### src/rtl/io_bus_arbiter.sv
// io_bus_arbiter
//   Shares the J1 I/O bus between the J1 CPU (absolute priority, never
//   stalled) and a second master m1 (USB/DMA) that uses a req/ack handshake.
//   m1 only gets the bus on cycles with no CPU strobe. A CPU strobe that lands
//   on an m1 read in flight aborts it and the read is re-issued. After
//   MAX_RETRY preemptions m1 is released with an error.
//
// Ports
//   sys_clk_i, sys_rst_i        clock, synchronous active-high reset
//   cpu_io_rd/wr/addr/dout      CPU strobes, address and write data
//   cpu_io_din                  CPU read data (bus_din passed straight through)
//   m1_req/wr/addr/wdata        m1 request, held stable until m1_ack
//   m1_ack/err/rdata            registered done pulse, error flag, read data
//   bus_rd/wr/addr/dout         shared bus towards the chip-select decoder
//   bus_din                     shared read data from the peripheral mux
module io_bus_arbiter #(
    parameter int RD_LATENCY = 1,   // strobe-to-data cycles, 1..4
    parameter int MAX_RETRY  = 15   // preemptions before error, 1..255
) (
    input  logic        sys_clk_i,
    input  logic        sys_rst_i,
    input  logic        cpu_io_rd,
    input  logic        cpu_io_wr,
    input  logic [15:0] cpu_io_addr,
    input  logic [15:0] cpu_io_dout,
    output logic [15:0] cpu_io_din,
    input  logic        m1_req,
    input  logic        m1_wr,
    input  logic [15:0] m1_addr,
    input  logic [15:0] m1_wdata,
    output logic        m1_ack,
    output logic        m1_err,
    output logic [15:0] m1_rdata,
    output logic        bus_rd,
    output logic        bus_wr,
    output logic [15:0] bus_addr,
    output logic [15:0] bus_dout,
    input  logic [15:0] bus_din
);

    typedef enum logic [1:0] {
        ST_IDLE  = 2'd0,
        ST_ISSUE = 2'd1,
        ST_WAIT  = 2'd2
    } state_t;

    localparam logic [7:0] RETRY_LIMIT = 8'(MAX_RETRY);
    localparam logic [1:0] WAIT_INIT   = 2'(RD_LATENCY - 1);

    state_t      state;
    logic [7:0]  retry_cnt;
    logic [1:0]  wait_cnt;
    logic        cpu_act;
    logic [7:0]  retry_inc;
    logic        retry_hit;

    assign cpu_act    = cpu_io_rd | cpu_io_wr;
    assign retry_inc  = retry_cnt + 8'd1;
    // Limit is judged on the incremented value so the MAX_RETRY-th
    // preemption itself ends the transaction.
    assign retry_hit  = (retry_inc == RETRY_LIMIT);
    assign cpu_io_din = bus_din;

    // Bus mux: CPU always wins; m1 fields only drive the bus when CPU is idle.
    always_comb begin
        bus_rd   = 1'b0;
        bus_wr   = 1'b0;
        bus_addr = 16'h0000;
        bus_dout = 16'h0000;
        if (cpu_act) begin
            bus_rd   = cpu_io_rd;
            bus_wr   = cpu_io_wr;
            bus_addr = cpu_io_addr;
            bus_dout = cpu_io_dout;
        end else begin
            case (state)
                ST_ISSUE: begin
                    bus_addr = m1_addr;
                    bus_dout = m1_wdata;
                    bus_wr   = m1_wr;
                    bus_rd   = ~m1_wr;
                end
                ST_WAIT: begin
                    // Keep the address steady for the decoder's read mux.
                    bus_addr = m1_addr;
                end
                default: begin
                    bus_rd = 1'b0;
                end
            endcase
        end
    end

    // m1 transaction FSM with registered ack/err/rdata.
    always_ff @(posedge sys_clk_i) begin
        if (sys_rst_i) begin
            state     <= ST_IDLE;
            m1_ack    <= 1'b0;
            m1_err    <= 1'b0;
            m1_rdata  <= 16'h0000;
            retry_cnt <= 8'd0;
            wait_cnt  <= 2'd0;
        end else begin
            m1_ack <= 1'b0;
            m1_err <= 1'b0;
            case (state)
                ST_IDLE: begin
                    // The request is still high in the ack cycle; skip it so
                    // a completed transaction is not started twice.
                    if (m1_req && !m1_ack) begin
                        state     <= ST_ISSUE;
                        retry_cnt <= 8'd0;
                    end else begin
                        state <= ST_IDLE;
                    end
                end
                ST_ISSUE: begin
                    if (cpu_act) begin
                        retry_cnt <= retry_inc;
                        if (retry_hit) begin
                            m1_ack <= 1'b1;
                            m1_err <= 1'b1;
                            state  <= ST_IDLE;
                        end else begin
                            state <= ST_ISSUE;
                        end
                    end else if (m1_wr) begin
                        m1_ack <= 1'b1;
                        state  <= ST_IDLE;
                    end else begin
                        wait_cnt <= WAIT_INIT;
                        state    <= ST_WAIT;
                    end
                end
                ST_WAIT: begin
                    if (cpu_act) begin
                        // CPU took the bus before our data arrived: re-issue.
                        retry_cnt <= retry_inc;
                        if (retry_hit) begin
                            m1_ack <= 1'b1;
                            m1_err <= 1'b1;
                            state  <= ST_IDLE;
                        end else begin
                            state <= ST_ISSUE;
                        end
                    end else if (wait_cnt != 2'd0) begin
                        wait_cnt <= wait_cnt - 2'd1;
                    end else begin
                        m1_rdata <= bus_din;
                        m1_ack   <= 1'b1;
                        state    <= ST_IDLE;
                    end
                end
                default: begin
                    state <= ST_IDLE;
                end
            endcase
        end
    end

endmodule
### config.mk
export PLATFORM = sky130hd
export DESIGN_NAME = io_bus_arbiter
export DESIGN_NICKNAME = d
export VERILOG_FILES = /design/src/rtl/io_bus_arbiter.sv
export SDC_FILE = /design/constraint.sdc
export NUM_CORES = 1
export LEC_CHECK = 0
export BUFFER_PORTS_ARGS = -buffer_cell sky130_fd_sc_hd__buf_2
export CAP_MARGIN = 30
export CELL_PAD_IN_SITES_DETAIL_PLACEMENT = 1
export CELL_PAD_IN_SITES_GLOBAL_PLACEMENT = 2
export CORE_AREA = 8 8 109 111
export DETAILED_ROUTE_END_ITERATION = 12
export DIE_AREA = 0 0 117 119
export PLACE_DENSITY = 0.95
export SLEW_MARGIN = 25
export SYNTH_ARGS = -nofsm -noshare
export SYNTH_HDL_FRONTEND = slang
export SYNTH_SLANG_ARGS = --single-unit
export TNS_END_PERCENT = 10
### constraint.sdc
create_clock -name sys_clk_i -period 5.65 [get_ports sys_clk_i]
set_input_delay 1.13 -clock sys_clk_i [delete_from_list [all_inputs] [get_ports sys_clk_i]]
set_output_delay 1.13 -clock sys_clk_i [all_outputs]
set_load 0.01 [all_outputs]
### Word-level counts from Yosys, hierarchy flattened

Cells that the tools add are included.
Widths: inputs -> output; s select.

* memories kept: 0
* flip-flop bits (word level): 30
* bits of input ports: 86
* bits in writable memories: 0
* word-level logic and storage cells: 63
* memory bits (read-only): 0
* bits in latches: 0

* shifts and indexed selects: 0
* bitwise logic cells: 5
* reductions and logical operators: 11
* divide/modulo/power cells: 0
* multiplexer cells: 29
* eq/ne operators: 10
* multiply operators: 0
* add/sub/neg operators: 2
* magnitude comparators: 0

Operators by type and width (count)
* $mux 16: 4
* $mux 2: 8
* $mux 8: 2
* $pmux 8 s2: 1
* $mux 1: 11
* $ne 2x2->1 const B: 5
* $add 8x1->8 const B: 1
* $eq 8x4->1 const B: 1
* $pmux 2 s3: 1
* $reduce_and 3->1: 2
* $reduce_bool 2->1: 3
* $reduce_and 5->1: 1
* $not 1->1: 4
* $pmux 2 s2: 1
* $ne 3x3->1 const B: 1
* $reduce_or 3->1: 1
* $eq 2x1->1 const B: 1
* $eq 2x2->1 const B: 1
* $logic_not 2->1: 1
* $ne 2x1->1 const B: 1
* $pmux 1 s2: 1
* $reduce_or 2->1: 1
* $sub 2x1->2 const B: 1
* $logic_and 1x1->1: 1
* 2 further kinds: 2

### Longest topological paths before layout

Gate-level depths: netlist of the first run.

* depth in word-level cells: 5
* mapped depth: 8
* mapped depth without buffers: 6

### Worst setup path before layout of the first run

OpenSTA, ideal clock, no wires.

* kind: input to output
* start: input port cpu_io_wr
* end: output port bus_addr[10]
* path buffers: 3
* slack: 2472 ps
* stages: 6
* arrival: 2048 ps
* data required time: 4520 ps
* cell sequence: buf_2 -> nor2_1 -> buf_6 -> clkbuf_1 -> nand3_1 -> nand2_1

* cells in the longest elaborated chain, start to end: 2

Ends and longest elaborated chain
* from (decl): RTL line 23 `input logic cpu_io_wr,`
* $or 1x1->1: RTL line 57 `assign cpu_act = cpu_io_rd | cpu_io_wr;`
* $mux 16: RTL line 70 `if (cpu_act) begin`
* to (decl): RTL line 36 `output logic [15:0] bus_addr,`

Every way passes these cells.

### Worst setup path after layout of the first run

* start: input port cpu_io_wr
* end: output port bus_dout[13]

* cells in the longest elaborated chain, start to end: 2

Ends and longest elaborated chain
* $or 1x1->1: RTL line 57
* $mux 16: RTL line 70
* to (decl): RTL line 37 `output logic [15:0] bus_dout,`

Every way passes these cells.

==> metrics.md, run 1 <==
| Metric | Value |
|---|---|
| Area of the mapped netlist | approximately 2100 sq um |
| Total GRT Usage | 0.121 |
| Detailed-route vias per instance | 4.59 |
| Initial antenna violation count | 0 |
| Post-CTS Setup Inserts | 0 |
| CP endpoint | bus_dout[13] |
| Die Y | 119 um |
| Sw Pwr | 0.163 mW |
| Clk buf depth | 2 |
| Iter 0 DRT Violations | 137 |
| Syn Nets | about 400 |
| Fraction of layout cells with a size suffix above 1 | 0.394 |
| Cts-stage hold buffer count | 0 |
| Grt ovf | 0 |
| Largest cells by area after synthesis | dfxtp_1 29%, nand2_1 19%, nand3_1 8.2% |
| WL/cell | roughly 15 um |
| Crit end category | output port |
| Slowest cell on crit path | nor2_2 |
| Core Area | 10,100 sq um |
| Die Width | about 120 um |
| Total CTS buffers | 5 |
| Setup TNS | 0 ps |
| Worst-case reg-to-reg path depth | 6 |
| Clock latency on the worst-skew pair | about 280 ps |
| Vias | 2,595 |
| # setup viols final | 0 |
| Commonest non-fill, non-tap cell in the layout | buf_2 |
| Register area share after synthesis | 0.289 |
| Startpoint types | input pin |
| Worst slew pin tran | between 800 and 900 ps |
| Yosys reg bits | 30 |
| ANT nets after route | 0 |
| Worst hold path depth | 2 |
| Switch share | 0.309 |
| Critical-path cell list | buf_2 > nor2_2 > buf_4 > nand3_1 > nand2_1 > buf_2 |
| F_max | ~0.27 GHz |
| Fin crit share | 0.664 |
| GPL Wtd Cong | 0.913 |
| Max Slew Vio Count | 0 |
| Number of flops mapped to enable cells by yosys | 0 |
| Comb power frac | 0.267 |
| CP Data Required Time | 4520 ps |
| Synth warn | 0 |
| LEAKAGE | 1.50 nW |
| Num ports | 154 |
| Clock-pin slew on the worst setup and hold paths | 60 ps |
| Pwr dens | about 180 nW/um^2 |
| Synth Area per Inst | 6.80 sq um |
| Worst r2r dst | retry_cnt[4] |
| Hpwl dp | 7060 um |
| Post-CTS Resized | 0 |
| Final Core Density | 0.287 |
| # H-tree levels | 2 |
| Clock Sinks | 30 |
| Synth top area share | 0.289 |
| Async set-or-reset flop fraction in the synthesized netlist | 0 |
| Outcome | finished, final reports clean |
| Register share of total power | 0.408 |
| Final worst path period need | between 3000 and 4000 ps |
| Reg2Reg Setup Slack | between 3000 and 4000 ps |
| Internal Dissipation | 0.365 mW |
| Gate Count Post-Synth | just over 300 |
| Worst Hold Class | flip-flop to flip-flop |
| Maximum vdd drop | 0.0000880 V |
| CP Data Arrival Time | 2620 ps |
| Most frequent cells in the layout | 153 x buf_2, 106 x nand2_1, 34 x nand3_1 |
| Synth Flop Type | dfxtp_1 |
| CP max FO | 22 |
| First-pass GRT wire length | 13,600 um |
| Diodes inserted | 0 |
| Max stage delay on crit path | 600 ps |
| Die Area | 13,900 sq um |
| Starting Density | 0.206 |
| Largest net degree at the start of global routing | 36 |
| Initial DRT Pass Iterations | 4 |
| DRC violations left | 0 |
| Crit. Startpoint | cpu_io_wr |
| Hold Fails Final Rpt | 0 |
| Total wire length | around 8700 um |
| RR Startpoint | state[0] |
| Crit Path Class | input pin to output port |
| Maxcap violations | 0 |
| Rel. slew slack | 0.429 |
| Vias in the first global route | about 2,800 |
| Yosys top cell by area | dfxtp_1 |
| PortBufs | 153 |
| Clock root cell | clkbuf_8 |
| Row Count | 37 |
| Clk network pwr share | 0.325 |
| Synth cell types | 47 |
| Max Clock Skew | about 9 ps |
| CP most frequent cell | buf_2 |
| RSZ-0062 raised after global routing | no |
| Area growth syn-to-layout | 39.0% |
| TritonCTS clock tree | built |
| Nets | 523 |
-- power by group through the flow --
| stage | clock network (mW) | registers, mW | logic, mW |
|---|---|---|---|
| after CTS | 0.179 | 0.216 | 0.144 |
| after floorplan | 0 | 0.220 | 0.0790 |
| after detailed placement | 0 | 0.220 | 0.143 |
| after global routing | 0.185 | 0.216 | 0.157 |
| after global placement | 0 | 0.220 | 0.140 |
| final | 0.172 | 0.216 | 0.141 |
-- metal layers --
metal / track usage / vias up / share of wire
li1: - / 1272 / -
met4: 0.0416 / 0 / 0.022
met2: 0.210 / 143 / 0.45
met1: 0.130 / 1162 / 0.40
met5: 0 / - / 0
met3: 0.0450 / 18 / 0.13
-- cell type report --
cell class	count	area [sq um]
repair buffers	155	781
clock buffers	6	82.6
multi-input cells	232	1240
fillers	1303	7200
flip-flops and latches	30	601
well taps	136	170
inverters	6	22.5
-- flip-flops by register name, indices dropped and copies added, names as in the netlist --
| register | count |
|---|---|
| wait_cnt | 2 |
| m1_err | 1 |
| retry_cnt | 8 |
| m1_rdata | 16 |
| state | 2 |
| m1_ack | 1 |
-- critical path, delay by kind of cell --
family,cells,cell delay (ps)
buffers and inverters,3,650
and+or+nand+nor,3,820
-- how the worst min path moves through the flow --
stage              endpoint          from  slack, ps
4_1_cts         m1_rdata[6]   m1_rdata[6]        460
3_5_place_dp    m1_rdata[6]   m1_rdata[6]        450
2_1_floorplan   wait_cnt[0]   wait_cnt[0]        440
5_1_grt        m1_rdata[12]  m1_rdata[12]        480
3_3_place_gp   m1_rdata[13]  m1_rdata[13]        440
6_report        m1_rdata[6]   m1_rdata[6]        450
-- logic make-up after synthesis --
group	count (synthesis)	share of synthesized area
AND/OR/NAND/NOR	172	0.382
AO/OA/AOI/OAI	50	0.155
buffers and inverters	44	0.118
flip-flops	30	0.289
adder cells (fa/ha/maj)	7	0.0421
multiplexers	2	0.00962
XOR/XNOR	1	0.00421
-- through the flow --
| stage | worst slack [ps] | cell area [sq um] | std cells | power [mW] | hold WS (ps) |
|---|---|---|---|---|---|
| finish | 1900 | 2890 | 565 | 0.528 | 453 |
| global route | 1720 | 2890 | 565 | 0.559 | 485 |
| CTS | 1850 | 2890 | 565 | 0.538 | 456 |
| detailed placement | 1850 | 2810 | 559 | 0.364 | 448 |
| global placement | 1880 | 2810 | 559 | 0.360 | 439 |
| floorplan | 2470 | 2080 | 306 | 0.299 | 436 |
-- cell usage after synthesis, types with 2 or more instances --
cell type and number:
o21bai_1 2, nor3_1 4, buf_2 11, or3_1 3, o21ai_1 2, o211a_1 2
nand2_1 106, dfxtp_1 30, o2111ai_1 4, or2_1 2, a21oi_1 24, nor2b_1 2
inv_1 5, mux2i_1 2, buf_4 16, o21ai_0 4, nand3_1 34, and3_1 2
a21boi_1 3, ha_1 7, o21ba_1 2, nor2_1 3, clkbuf_1 8, buf_1 2
nand4_1 4
Power figures use the tool's default switching activity.
==> inputs of run 2 (changes only) <==
--- a/config.mk
+++ b/config.mk
@@ -9,10 +9,10 @@
 export CAP_MARGIN = 30
 export CELL_PAD_IN_SITES_DETAIL_PLACEMENT = 1
 export CELL_PAD_IN_SITES_GLOBAL_PLACEMENT = 2
-export CORE_AREA = 8 8 109 111
+export CORE_AREA = 8 8 114 116
 export DETAILED_ROUTE_END_ITERATION = 12
-export DIE_AREA = 0 0 117 119
-export PLACE_DENSITY = 0.95
+export DIE_AREA = 0 0 122 124
+export PLACE_DENSITY = 0.9
 export SLEW_MARGIN = 25
 export SYNTH_ARGS = -nofsm -noshare
 export SYNTH_HDL_FRONTEND = slang
==> constraint.sdc (replaced) <==
create_clock -name sys_clk_i -period 3.8 [get_ports sys_clk_i]
set_input_delay 0.76 -clock sys_clk_i [delete_from_list [all_inputs] [get_ports sys_clk_i]]
set_output_delay 0.76 -clock sys_clk_i [all_outputs]
set_load 0.01 [all_outputs]
==> run 2 against run 1 <==
Die area up 8.7%. Worst setup slack worse by 950 ps. Combinational power up 48%. Design area up 2.6%. Sequential share of layout area down 0.52 points. Routed wire length up 1.5%. Register-to-register slack worse by 2000 ps. Critical endpoint is now bus_addr[12]. Critical path type is now flip-flop to output port. Global-route usage down 0.54 points. Highest routed layer unchanged. Clock power up 130%. Utilization down 2.1 points. Flip-flop and latch count unchanged.
==> metrics.md, run 2 (synthesized netlist as in run 1, its figures left out) <==
| Metric | Value |
|---|---|
| Rel. slew slack | 0.403 (was 0.429) |
| Largest register FFs | 16 (unchanged) |
| Area growth syn-to-layout | 42.6% (was 39.0%) |
| Pwr dens | 314 nW/um^2 (was 183 nW/um^2) |
| Outcome | finished, final reports clean (unchanged) |
| Row Count | 39 (was 37) |
| Top reg by flops | m1_rdata (unchanged) |
| CP Data Required Time | 3040 ps (was 4520 ps) |
| # setup viols final | 0 (unchanged) |
| Clock latency on the worst-skew pair | 280 ps (about the same) |
| ANT nets after route | 0 (unchanged) |
| Commonest non-fill, non-tap cell in the layout | buf_2 (unchanged) |
| Reg area | 601 sq um (unchanged) |
| Worst Hold Class | flip-flop to flip-flop (unchanged) |
| Worst-case reg-to-reg path depth | 6 (unchanged) |
| Die Y | 124 um (was 119 um) |
| Initial DRT Pass Iterations | 4 (unchanged) |
| Diodes inserted | 0 (unchanged) |
| Max Slew Vio Count | 0 (unchanged) |
| Vias in the first global route | 2,742 (was 2,791) |
| Hold EP | m1_rdata[11] (was m1_rdata[6]) |
| Fraction of layout cells with a size suffix above 1 | 0.392 (was 0.394) |
| Worst slew pin tran | 895 ps (was 857 ps) |
| Clock Sinks | 30 (unchanged) |
| Largest registers | m1_rdata (16), retry_cnt (8) (unchanged) |
| Num ports | 154 (unchanged) |
| Post-CTS Resized | 0 (unchanged) |
| Initial antenna violation count | 0 (unchanged) |
| Clock-pin slew on the worst setup and hold paths | 50 ps (was 60 ps) |
| Largest net degree at the start of global routing | 40 (was 36) |
| RR Startpoint | state[0] (unchanged) |
| RSZ-0062 raised after global routing | no (unchanged) |
| Die Area | 15,100 sq um (was 13,900 sq um) |
| Max Clock Skew | 5.47 ps (was 9.00 ps) |
| Crit Path Class | flip-flop to output port (was input pin to output port) |
| # H-tree levels | 2 (unchanged) |
| Reg2Reg Setup Slack | 1240 ps (was 3200 ps) |
| Clk buf depth | 2 (unchanged) |
| Final worst path period need | between 2000 and 3000 ps |
| Starting Density | 0.186 (was 0.206) |
| Maximum vdd drop | 0.000249 V (was 0.0000880 V) |
| Met3 Use GR | 0.0403 (was 0.0450) |
| Clock root cell | clkbuf_16 (was clkbuf_8) |
| Maxcap violations | 0 (unchanged) |
| Hpwl dp | 6990 um (was 7060 um) |
| Grt ovf | 0 (unchanged) |
| WL/cell | 15.4 um (about the same) |
| Met2 track demand over resource | 0.195 (was 0.210) |
| Hold_sp | m1_rdata[11] (was m1_rdata[6]) |
| Worst hold path depth | 2 (unchanged) |
| Total CTS buffers | 5 (unchanged) |
| GPL Wtd Cong | 0.814 (was 0.913) |
| Fin crit share | 0.749 |
| Busiest grt layer | met2 (unchanged) |
| GRT met1 Usage | 0.134 (was 0.130) |
| Total wire length | 8850 um (was 8720 um) |
| Nets | 523 (unchanged) |
| LEAKAGE | 1.53 nW (was 1.50 nW) |
| Area after DPL | 2820 sq um (was 2810 sq um) |
| Detailed-route vias per instance | 4.50 (was 4.59) |
| Multi-input gate area | 1240 sq um (unchanged) |
| Core Area | 11,200 sq um (was 10,100 sq um) |
| Setup TNS | 0 ps (unchanged) |
| Vias | 2,582 (was 2,595) |
| PortBufs | 153 (unchanged) |
| DRC violations left | 0 (unchanged) |
| CP max FO | 24 (was 22) |
| TritonCTS clock tree | built (unchanged) |
| Hold Fails Final Rpt | 0 (unchanged) |
| F_max | between 0.3 and 0.4 GHz |
| Cts-stage hold buffer count | 0 (unchanged) |
| First-pass GRT wire length | 14,100 um (was 13,600 um) |
| Total GRT Usage | 0.115 (was 0.121) |
| Crit end category | output port (unchanged) |
| Die Width | 122 um (was 117 um) |
| CP Data Arrival Time | 2090 ps (was 2620 ps) |
| Post-CTS Setup Inserts | 0 (unchanged) |
| Final instance area | 2970 sq um (was 2890 sq um) |
| Fill cells | 1,463 (was 1,303) |
| Most frequent cells in the layout | 153 x buf_2, 106 x nand2_1, 34 x nand3_1 (unchanged) |
| Iter 0 DRT Violations | 71 (was 137) |
| Startpoint types | flip-flop (was input pin) |
| Worst r2r dst | retry_cnt[5] (was retry_cnt[4]) |
-- run 2: cell types whose count changed in the layout (fill, tap and decap cells not counted), sizes merged --
| cell | before | now |
|---|---|---|
| clkbuf | 6 | 7 |
| clkinv | 0 | 1 |
-- run 2: layer usage --
| layer | vias up | part of all wire |
|---|---|---|
| li1 | 1274 | - |
| met1 | 1174 | 0.43 |
| met2 | 128 | 0.44 |
| met3 | 6 | 0.11 |
| met4 | 0 | 0.0085 |
| met5 | - | 0 |
-- run 2: final cells by class --
class | instances | area share
repair buffers | 155 | 0.263
flip-flops and latches | 30 | 0.202
multi-input cells | 232 | 0.417
clock inverters | 1 | 0.00169
well taps | 143 | 0.0603
inverters | 6 | 0.00759
clock buffers | 7 | 0.0481
-- run 2: how the worst max path moves through the flow --
stage	start	end	slack (ps)
floorplan	cpu_io_wr	bus_addr[10]	1360
global placement	cpu_io_wr	bus_dout[13]	1240
detailed placement	cpu_io_wr	bus_addr[12]	1200
CTS	state[0]	bus_addr[12]	930
global route	state[0]	bus_addr[13]	760
finish	state[0]	bus_addr[12]	950
-- run 2: power by group --
part / total (mW) / switching (mW) / leakage [nW] / internal [mW]
combinational: 0.209 / 0.124 / 1.21 / 0.0857
clock: 0.399 / 0.140 / 0.0739 / 0.259
sequential: 0.322 / 0.00393 / 0.242 / 0.318
total: 0.930 / 0.267 / 1.53 / 0.663
-- run 2: metrics by stage --
stage | util | worst slack (ps) | total power [mW] | hold WS [ps] | std cells
floorplan | - | 1360 | 0.445 | 436 | 306
global placement | 0.252 | 1240 | 0.536 | 440 | 566
detailed placement | 0.252 | 1200 | 0.542 | 447 | 566
CTS | 0.265 | 927 | 0.943 | 455 | 574
global route | 0.265 | 756 | 0.976 | 475 | 574
finish | 0.265 | 952 | 0.930 | 452 | 574
-- run 2: critical path: stages, from the launching register on --
cell and delay [ps]:
dfxtp_1 390, inv_1 90, ha_1 880, nand3_1 180, nand2_1 120, buf_2 130
==> inputs of run 3 (changes only) <==
==> constraint.sdc (replaced) <==
create_clock -name sys_clk_i -period 2.8 [get_ports sys_clk_i]
set_input_delay 0.56 -clock sys_clk_i [delete_from_list [all_inputs] [get_ports sys_clk_i]]
set_output_delay 0.56 -clock sys_clk_i [all_outputs]
set_load 0.01 [all_outputs]
==> run 3 against run 2 <==
Routed wire length fell by 2.5%. Die area did not move. Critical path type unchanged. Global-route usage fell by 0.51 points. Count of clock-buffer cells in the layout fell by 1. Via count barely moved. Flip-flop and latch count did not move. Sequential power rose by 35%. Power rose by 37%. First-iteration DRC count rose by 23%. Worst setup slack got worse by 590 ps.
==> metrics.md, run 3 (synthesized netlist as in run 1, its figures left out) <==
| Metric | Value |
|---|---|
| Outcome | finished, final reports clean (unchanged) |
| Clk buf depth | 2 (unchanged) |
| TritonCTS clock tree | built (unchanged) |
| Row Count | 39 (unchanged) |
| WL/cell | 15.0 um (was 15.4 um) |
| Fill cells | 1,450 (was 1,463) |
| Initial DRT Pass Iterations | 4 (unchanged) |
| Area growth syn-to-layout | 43.7% (was 42.6%) |
| Starting Density | 0.186 (unchanged) |
| Total CTS buffers | 5 (unchanged) |
| ANT nets after route | 0 (unchanged) |
| Hpwl dp | 6920 um (was 6990 um) |
| Crit Path Class | flip-flop to output port (unchanged) |
| Detailed-route vias per instance | 4.49 (was 4.50) |
| Pre-CTS setup slack | 514 ps (was 1200 ps) |
| Max Clock Skew | 4.92 ps (was 5.47 ps) |
| Largest register FFs | 16 (unchanged) |
| Most frequent cells in the layout | 153 x buf_2, 106 x nand2_1, 34 x nand3_1 (unchanged) |
| Worst setup margin | 365 ps (was 952 ps) |
| Initial antenna violation count | 0 (unchanged) |
| Startpoint types | flip-flop (unchanged) |
| Slowest cell on crit path | ha_1 (unchanged) |
| CP Data Arrival Time | 1880 ps (was 2090 ps) |
| Grt ovf | 0 (unchanged) |
| Vias in the first global route | 2,732 (was 2,742) |
| Clock root cell | clkbuf_16 (unchanged) |
| Die Y | 124 um (unchanged) |
| Post-CTS Resized | 0 (unchanged) |
| F_max | 0.411 GHz |
| # H-tree levels | 2 (unchanged) |
| Maxcap violations | 0 (unchanged) |
| Max stage delay on crit path | 660 ps (was 880 ps) |
| Iter 0 DRT Violations | 87 (was 71) |
| Die Area | 15,100 sq um (unchanged) |
| Total GRT Usage | 0.110 (was 0.115) |
| Clock latency on the worst-skew pair | 280 ps (about the same) |
| Final instance area | 2990 sq um (was 2970 sq um) |
| Area after DPL | 2840 sq um (was 2820 sq um) |
| Clock-pin slew on the worst setup and hold paths | 50 ps (about the same) |
| Diodes inserted | 0 (unchanged) |
| Vias | 2,580 (was 2,582) |
| Die Width | 122 um (unchanged) |
| Rel. slew slack | 0.489 (was 0.403) |
| Commonest non-fill, non-tap cell in the layout | buf_2 (unchanged) |
| Final Core Density | 0.268 (was 0.265) |
| Worst slew pin tran | 767 ps (was 895 ps) |
| Fin crit share | 0.870 |
| GPL Wtd Cong | 0.775 (was 0.814) |
| DRC violations left | 0 (unchanged) |
| PortBufs | 153 (unchanged) |
| Maximum vdd drop | 0.000251 V (was 0.000249 V) |
| Hold Fails Final Rpt | 0 (unchanged) |
| Final worst path period need | 2440 ps |
| Clock Sinks | 30 (unchanged) |
| Total wire length | 8640 um (was 8850 um) |
| Post-CTS Setup Inserts | 0 (unchanged) |
| Setup TNS | 0 ps (unchanged) |
| Top reg by flops | m1_rdata (unchanged) |
| RSZ-0062 raised after global routing | no (unchanged) |
| Num ports | 154 (unchanged) |
| Crit end category | output port (unchanged) |
| Worst Hold Class | flip-flop to flip-flop (unchanged) |
| Pwr dens | 426 nW/um^2 (was 314 nW/um^2) |
| Max Slew Vio Count | 0 (unchanged) |
| Largest net degree at the start of global routing | 40 (unchanged) |
| Nets | 524 (was 523) |
| First-pass GRT wire length | 13,500 um (was 14,100 um) |
| # setup viols final | 0 (unchanged) |
| CP max FO | 21 (was 24) |
| Cts-stage hold buffer count | 0 (unchanged) |
| Largest registers | m1_rdata (16), retry_cnt (8) (unchanged) |
| Core Area | 11,200 sq um (unchanged) |
| Critical-path cell list | inv_1 > ha_1 > nand2b_1 > o21bai_1 > buf_2 (was inv_1 > ha_1 > nand3_1 > nand2_1 > buf_2) |
| LEAKAGE | 1.53 nW (about the same) |
| CP Data Required Time | 2240 ps (was 3040 ps) |
| Fraction of layout cells with a size suffix above 1 | 0.396 (was 0.392) |
## run 3: critical path: cells and delay by family, from the launching register on
family	cells	cell delay (ps)
adder cells (fa/ha/maj)	1	660
flip-flops	1	340
buffers and inverters	2	250
AND/OR/NAND/NOR	1	190
AO/OA/AOI/OAI	1	170
## run 3: worst paths after layout
path / from / endpoint / slack (ps) / depth (start not counted)
max: state[1] / bus_rd / 360 / 5
min: m1_rdata[8] / m1_rdata[8] / 450 / 2
max reg2reg: state[0] / retry_cnt[4] / 580 / 6
min reg2reg: m1_rdata[8] / m1_rdata[8] / 450 / 2
## run 3: per-stage QoR
stage | cells | power, mW | hold slack, ps
4_1_cts | 575 | 1.30 | 451
2_1_floorplan | 306 | 0.603 | 436
3_3_place_gp | 567 | 0.731 | 439
6_report | 575 | 1.27 | 449
5_1_grt | 575 | 1.34 | 466
3_5_place_dp | 567 | 0.738 | 444
## run 3: final cells by class
cell class                 instances  area [sq um]  area share
sequential                        30           601       0.201
inverter                           6          22.5     0.00753
clock inverter                     2          12.5     0.00418
multi-input combinational        232          1240       0.413
timing repair buffer             156           801       0.268
clock buffer                       6           139      0.0464
tap                              143           179      0.0598
## run 3: where the power goes
group	leakage (nW)	internal [mW]	total (mW)	switching, mW
Sequential	0.242	0.431	0.436	0.00492
Combinational	1.22	0.120	0.286	0.166
Clock	0.0729	0.352	0.552	0.200
Total	1.53	0.903	1.27	0.371
## run 3: layer usage
metal  vias to the layer above  global-route usage  share of wire
met5                         -                   0              0
li1                       1271                   -              -
met3                         5              0.0458           0.12
met4                         0              0.0301         0.0089
met1                      1178               0.124           0.43
met2                       126               0.187           0.44
